**src/rtl/store_buffer.sv**
```systemverilog
// Posted-write store buffer between the CPU load/store stage and the memory data port.
// Ports: clk, reset (async, active-high); cpu_rd_en/cpu_wr_en/cpu_addr/cpu_wr_data in,
//        cpu_rd_data/cpu_stall out; flush in; empty/full out;
//        mem_addr/mem_wr_data/mem_wr_en out, mem_rd_data in.
module store_buffer #(
    parameter int DEPTH = 4,
    parameter int PTR_W = 2
) (
    input  logic        clk,
    input  logic        reset,
    input  logic        cpu_rd_en,
    input  logic        cpu_wr_en,
    input  logic [31:0] cpu_addr,
    input  logic [31:0] cpu_wr_data,
    output logic [31:0] cpu_rd_data,
    output logic        cpu_stall,
    input  logic        flush,
    output logic        empty,
    output logic        full,
    output logic [31:0] mem_addr,
    output logic [31:0] mem_wr_data,
    output logic        mem_wr_en,
    input  logic [31:0] mem_rd_data
);

    logic [29:0]      addr_q [DEPTH];
    logic [31:0]      data_q [DEPTH];
    logic [PTR_W-1:0] head_q, head_d;
    logic [PTR_W-1:0] tail_q, tail_d;
    logic [PTR_W:0]   count_q, count_d;
    logic             drain_sel;
    logic             push;
    logic             pop;

    assign empty = (count_q == '0);
    assign full  = (count_q == (PTR_W+1)'(DEPTH));

    // The buffer owns the memory port unless a load is waiting and
    // nothing forces the drain (full, flush, or a store this cycle).
    assign drain_sel = !empty && (full || flush || !cpu_rd_en || cpu_wr_en);

    assign push = cpu_wr_en && !full;
    assign pop  = drain_sel;

    assign mem_wr_en   = drain_sel;
    assign mem_wr_data = data_q[head_q];
    assign mem_addr    = drain_sel ? {addr_q[head_q], 2'b00}
                                   : {cpu_addr[31:2], 2'b00};

    assign cpu_stall = (cpu_wr_en && full)
                     || (cpu_rd_en && !cpu_wr_en && drain_sel);

    // Walk from oldest to youngest so the last match wins.
    always_comb begin : fwd
        logic [PTR_W-1:0] idx;
        idx         = head_q;
        cpu_rd_data = mem_rd_data;
        for (int i = 0; i < DEPTH; i++) begin
            idx = head_q + PTR_W'(i);
            if (((PTR_W+1)'(i) < count_q) &&
                (addr_q[idx] == cpu_addr[31:2])) begin
                cpu_rd_data = data_q[idx];
            end
        end
    end

    always_comb begin
        head_d  = head_q;
        tail_d  = tail_q;
        count_d = count_q;
        if (pop) begin
            head_d = head_q + 1'b1;
        end
        if (push) begin
            tail_d = tail_q + 1'b1;
        end
        unique case ({push, pop})
            2'b10:   count_d = count_q + 1'b1;
            2'b01:   count_d = count_q - 1'b1;
            default: count_d = count_q;
        endcase
    end

    always_ff @(posedge clk or posedge reset) begin
        if (reset) begin
            head_q  <= '0;
            tail_q  <= '0;
            count_q <= '0;
        end else begin
            head_q  <= head_d;
            tail_q  <= tail_d;
            count_q <= count_d;
        end
    end

    // Entry payload is only meaningful while counted, so it is not reset.
    always_ff @(posedge clk) begin
        if (push) begin
            addr_q[tail_q] <= cpu_addr[31:2];
            data_q[tail_q] <= cpu_wr_data;
        end
    end

endmodule
```
**config.mk**
```make
export PLATFORM = sky130hd
export DESIGN_NAME = store_buffer
export DESIGN_NICKNAME = d
export VERILOG_FILES = /design/src/rtl/store_buffer.sv
export SDC_FILE = /design/constraint.sdc
export NUM_CORES = 1
export LEC_CHECK = 0
export BUFFER_PORTS_ARGS = -buffer_cell sky130_fd_sc_hd__buf_4
export CAP_MARGIN = 15
export CELL_PAD_IN_SITES_DETAIL_PLACEMENT = 1
export CELL_PAD_IN_SITES_GLOBAL_PLACEMENT = 2
export CORE_UTILIZATION = 45
export DETAILED_ROUTE_END_ITERATION = 10
export PLACE_DENSITY = 0.94
export SKIP_CTS_REPAIR_TIMING = 1
export SLEW_MARGIN = 40
export SYNTH_ARGS = -nofsm -noshare
export SYNTH_HDL_FRONTEND = slang
export SYNTH_SLANG_ARGS = --single-unit
```
**constraint.sdc**
```tcl
create_clock -name clk -period 6.49 [get_ports clk]
set_input_delay 1.298 -clock clk [delete_from_list [all_inputs] [get_ports clk]]
set_output_delay 1.298 -clock clk [all_outputs]
set_load 0.005 [all_outputs]
```
Yosys cells after proc, flatten, opt, wreduce, memory -nomap -nowiden:

Memories as Yosys holds them, arrays and structs flattened.
Index checks and enable logic that the tools add are counted.
Widths: inputs -> output; s select.

* add/subtract/negate cells: 6
* magnitude comparators: 4
* equality and inequality tests: 7
* mux-type cells: 8
* reductions and logical operators: 19

Operator list (number)
* $mux 32: 5
* $eq 30x30->1: 4
* $logic_and 1x1->1: 9
* $lt 1x3->1 const A: 2
* $lt 2x3->1 const A: 2
* $pmux 3 s2: 1
* $add 2x1->2 const B: 2
* $add 2x2->2 const B: 2
* $logic_not 1->1: 4
* $logic_or 1x1->1: 4
* $add 3x1->3 const B: 1
* $eq 3x3->1 const B: 1
* $logic_not 3->1: 1
* $sub 3x1->3 const B: 1
* $eq 2x1->1 const B: 1
* $eq 2x2->1 const B: 1
* $mux 1: 2
* $reduce_bool 2->1: 1

* flip-flop bits (word level): 7
* memory bits (writable): 248
* input bits: 101
* word-level logic and storage cells: 49
* memories: 2

Memory list
* data_q: words 4, width 32, read ports 4, clocked after Yosys merged registers in 0, wr ports 1, line 27 `logic [31:0] data_q [DEPTH];`
* addr_q: words 4, width 30, read ports 4, clocked after Yosys merged registers in 0, wr ports 1, line 26 `logic [29:0] addr_q [DEPTH];`

Longest topological paths before layout:

* depth after elaboration: 7
* mapped depth: 16

Least setup slack after synthesis:

Ideal clock, no wire load.

* kind: input to output
* start: input port cpu_addr[13]
* end: output port cpu_rd_data[10]
* arrival: 3720 ps
* required time: 5192 ps
* setup slack: 1472 ps
* cell stages on the path: 12
* path buffers: 4
* cell sequence: clkbuf_1 -> nand2_1 -> a2bb2o_1 -> a311oi_1 -> o2111ai_1 -> or4b_2 -> buf_1 -> or2_1 -> clkbuf_1 -> buf_2 -> a31oi_1 -> a21oi_1

* word-level cells in the longest chain between the ends: 6
* elaborated cells on any way between the ends: 12
* classes of those cells: 4 x eq/ne; 4 x mux; 4 x reduce/logical

Ends and longest elaborated chain
* from (decl): line 13 `input logic [31:0] cpu_addr,`
* $eq 30x30->1: line 61 `(addr_q[idx] == cpu_addr[31:2])) begin`
* $logic_and 1x1->1: line 60 `if (((PTR_W+1)'(i) < count_q) &&`
* $mux 32 (3 in a row): line 60
* $mux 32 (*): line 60
* to (decl): line 15 `output logic [31:0] cpu_rd_data,`

Every way passes the cells marked *; elsewhere a longest branch is shown, timed or not.

Final worst setup path:

* start: register head_q[1]
* end: output port cpu_rd_data[11]

* word-level cells in the longest chain between the ends: 7
* elaborated cells on any way between the ends: 17
* classes of those cells: 3 x add/sub; 4 x eq/ne; 4 x mux; 4 x reduce/logical; 2 x memory

Ends and longest elaborated chain
* from (decl): line 28 `logic [PTR_W-1:0] head_q, head_d;`
* from (signal assigned): line 86 `head_q <= '0;`
* from (signal assigned): line 90 `head_q <= head_d;`
* $add 2x1->2 / $mem_v2 4x30 (equally long branches)
* $mem_v2 4x30 / $eq 30x30->1 (equally long branches)
* $eq 30x30->1 / $logic_and 1x1->1 (equally long branches): line 61, 60
* $logic_and 1x1->1 / $mux 32 (equally long branches): line 60
* $mux 32 (2 in a row): line 60
* $mux 32 (*): line 60

Marks and branches as above.

==> flow_summary_export.csv <==
group,metric,value,unit
power_and_ir_drop,p_per_area,447.8,mW/mm²
finish,area_growth_syn_to_layout,14.72,%
synthesis,synth.cell_area,0.01784,mm²
flow_run,max_cap_violations,0,
worst_setup_path,path_common_cell,"buf_4",
finish,layout-drive-gt1-share,0.3023,
route,ant_nets,0,
placed_design,place_congestion,0.9117,
worst_setup_path,crit_path_start_kind,"flip-flop",
sta,report.final.hold_viol_count,0,
finish,nFillCells,3976,
finish,regArea,0.007630,mm²
sta,fin_worst_skew,10.61,ps
run_status,status,"completed",
sta,drv_slew,0,
worst_setup_path,cp_max_fo,33,
clocking,clk_path_buf_depth,3,
synthesis,synth_cells,1384,
sta,setup_tns,0,ps
synthesis,ys_seq_area_frac,0.4272,
power_and_ir_drop,p_leak,7.088,nW
route,num_vias,13427,
clocking,htreeDepth,1,
finish,final_cell_mix,"edfxtp_1, buf_4, mux2i_1, mux4_2, nand2_1",
placed_design,dp.final_hpwl,37820,µm
worst_setup_path,setup.worst_path.class,"flip-flop to primary output",
floorplan,die_area,0.04045,mm²
clocking,clock_sinks,255,
global_route,top_usage_layer,"met2",
global_route,grt_usage,0.2769,
route,drt_first_pass_iters,5,
finish,final_common_cell,"edfxtp_1",
floorplan,die_height,201.1,µm
synthesis,synth-edff-count,248,
synthesis,ys_ff_latch,255,
worst_setup_path,slowest_delay,760,ps
synthesis,synth_warnings,0,
placed_design,io_buffers,196,
clocking,clkTransAtPathRegs,60,ps
worst_setup_path,cp-end-kind,"primary output",
floorplan,initial_utilization,0.4585,
route,viasPerCell,6.569,
route,wl,56370,µm
synthesis,ys_async_sr_fraction,0.02745,
clocking,numCtsBuffers,27,
floorplan,pin_count,201,
global_route,grt_use_met1,0.3702,
floorplan,design.core.area,0.03892,mm²
synthesis,avgSynthCellArea,12.89,µm²
sta,slew_headroom,0.4481,
synthesis,synth_cell_types,73,
power_and_ir_drop,ir_drop,0.3769,mV
sta,min_period,6231,ps
finish,multiInputGateArea,0.009413,mm²
clocking,clock_latency,560,ps
global_route,antenna_found_initial,1,
floorplan,die_w,201.1,µm
clocking,root_buffer,"clkbuf_16",
worst_setup_path,path_cells,"buf_12 -> buf_12 -> mux4_2 -> xnor2_1 -> nand4_1 -> nor4_2 -> nand4b_1 -> buf_4 -> or2_1 -> buf_4 -> a31oi_1 -> a21oi_1 -> buf_4",
worst_setup_path,critical-path-slowest-cell,"dfrtp_4",
global_route,grt_max_degree,88,
sta,fmax,0.1605,GHz
finish,post-route-util,0.5259,
sta,rsz0062_at_grt,"false",
synthesis,ys.flop_type,"edfxtp_1",
min_path,hold_path.class,"flip-flop to flip-flop",
clocking,cts_tree,"built",
floorplan,row_count,72,
route,wl_per_cell,27.58,µm
global_route,gr-usage-met2,0.4670,
global_route,grt_overflow,0,
power_and_ir_drop,power.total,9.165,mW
sta,worstMarginPinSlew,804.8,ps
route,drc,0,
global_route,grt_pass1_vias,14165,
sta,post-route-period-util,0.9600,
global_route,met3_usage,0.03272,
worst_setup_path,crit_arrival,4930,ps
finish,nets,1614,
worst_setup_path,critPathRequiredTime,5190,ps
sta,setup_viol,0,
route,dr.first_iter.drc_count,1250,
global_route,grt_pass1_wl,86170,µm
-- cells by family (layout without fill, tap and decap cells) --
family	after synthesis	count (layout)	share of synthesized area
AO/OA/AOI/OAI	231	231	0.08892
other	1	3	0.0002102
AND/OR/NAND/NOR	292	292	0.08780
flip-flops	255	255	0.4272
buffers and inverters	159	299	0.04811
multiplexers	334	334	0.2909
adder cells (fa/ha/maj)	9	9	0.006311
XOR/XNOR	103	103	0.05056
-- registers in the layout, summed over array words and instances, names as in the netlist --
register  flops
addr_q      120
count_q       3
data_q      128
head_q        2
tail_q        2
-- report_power, final --
| group | switching, mW | internal [mW] | total (mW) |
|---|---|---|---|
| Combinational | 2.68 | 2.41 | 5.09 |
| Clock | 0.657 | 0.938 | 1.59 |
| Sequential | 0.292 | 2.19 | 2.49 |
| Total | 3.63 | 5.54 | 9.17 |
-- through the flow --
| stage | area (µm²) | hold WS (ps) | cells | worst slack, ps |
|---|---|---|---|---|
| 4_1_cts | 20460 | 587.1 | 2043 | 330.1 |
| 6_report | 20470 | 586.3 | 2044 | 259.5 |
| 5_1_grt | 20470 | 655.8 | 2044 | 74.54 |
| 3_5_place_dp | 19560 | 575.1 | 1993 | 842.1 |
| 2_1_floorplan | 17850 | 514.4 | 1385 | 1472 |
| 3_3_place_gp | 19540 | 554.8 | 1992 | 880.2 |
-- layout make-up --
class                   count  share of cell area
flip-flops and latches    255              0.3728
clock buffers              34             0.03478
multi-input cells         971              0.4599
repair buffers            233             0.08858
inverters                  16            0.002934
diodes                      1           0.0001223
well taps                 518             0.03166
clock inverters            16            0.009291
-- synth_stat cells (all sizes together), types with 10 or more instances --
master | n | share of area
edfxtp | 248 | 0.42
buf | 76 | 0.031
o22ai | 16 | 0.0056
mux2 | 17 | 0.011
a21oi | 46 | 0.013
mux4 | 145 | 0.18
a22oi | 10 | 0.0042
nor2 | 34 | 0.0072
inv | 16 | 0.0034
or3 | 32 | 0.011
xor2 | 19 | 0.0093
clkbuf | 67 | 0.014
nand2 | 89 | 0.019
nor3b | 32 | 0.013
o2111ai | 38 | 0.019
mux2i | 172 | 0.097
o21ai | 34 | 0.0095
nor3 | 45 | 0.013
xnor2 | 84 | 0.041
nand4 | 12 | 0.0042
a31oi | 33 | 0.012
-- per-layer routing --
metal | vias up | routed length, µm
met3 | 89 | 3714
met5 | - | 0
met1 | 6945 | 22930
met2 | 596 | 28070
li1 | 5797 | -
met4 | 0 | 1654
-- path summary, 6_finish.rpt --
check | endpoint | start | slack (ps) | depth (start not counted)
max | cpu_rd_data[11] | head_q[1] | 260 | 13
min | count_q[1] | count_q[1] | 590 | 2
max reg2reg | addr_q[3][17] | count_q[0] | 3370 | 6
min reg2reg | count_q[1] | count_q[1] | 590 | 2
max in group asynchronous | head_q[0] | reset | 5510 | 2
min in group asynchronous | tail_q[0] | reset | 700 | 2
-- critical path, delay by kind of cell, from the launching register on --
kind / cells / cell delay [ps]
AND/OR/NAND/NOR: 4 / 1070
buffers and inverters: 5 / 1330
AO/OA/AOI/OAI: 2 / 430
multiplexers: 1 / 530
flip-flops: 1 / 760
XOR/XNOR: 1 / 210
Note: power is estimated with default switching activity, not from simulation.
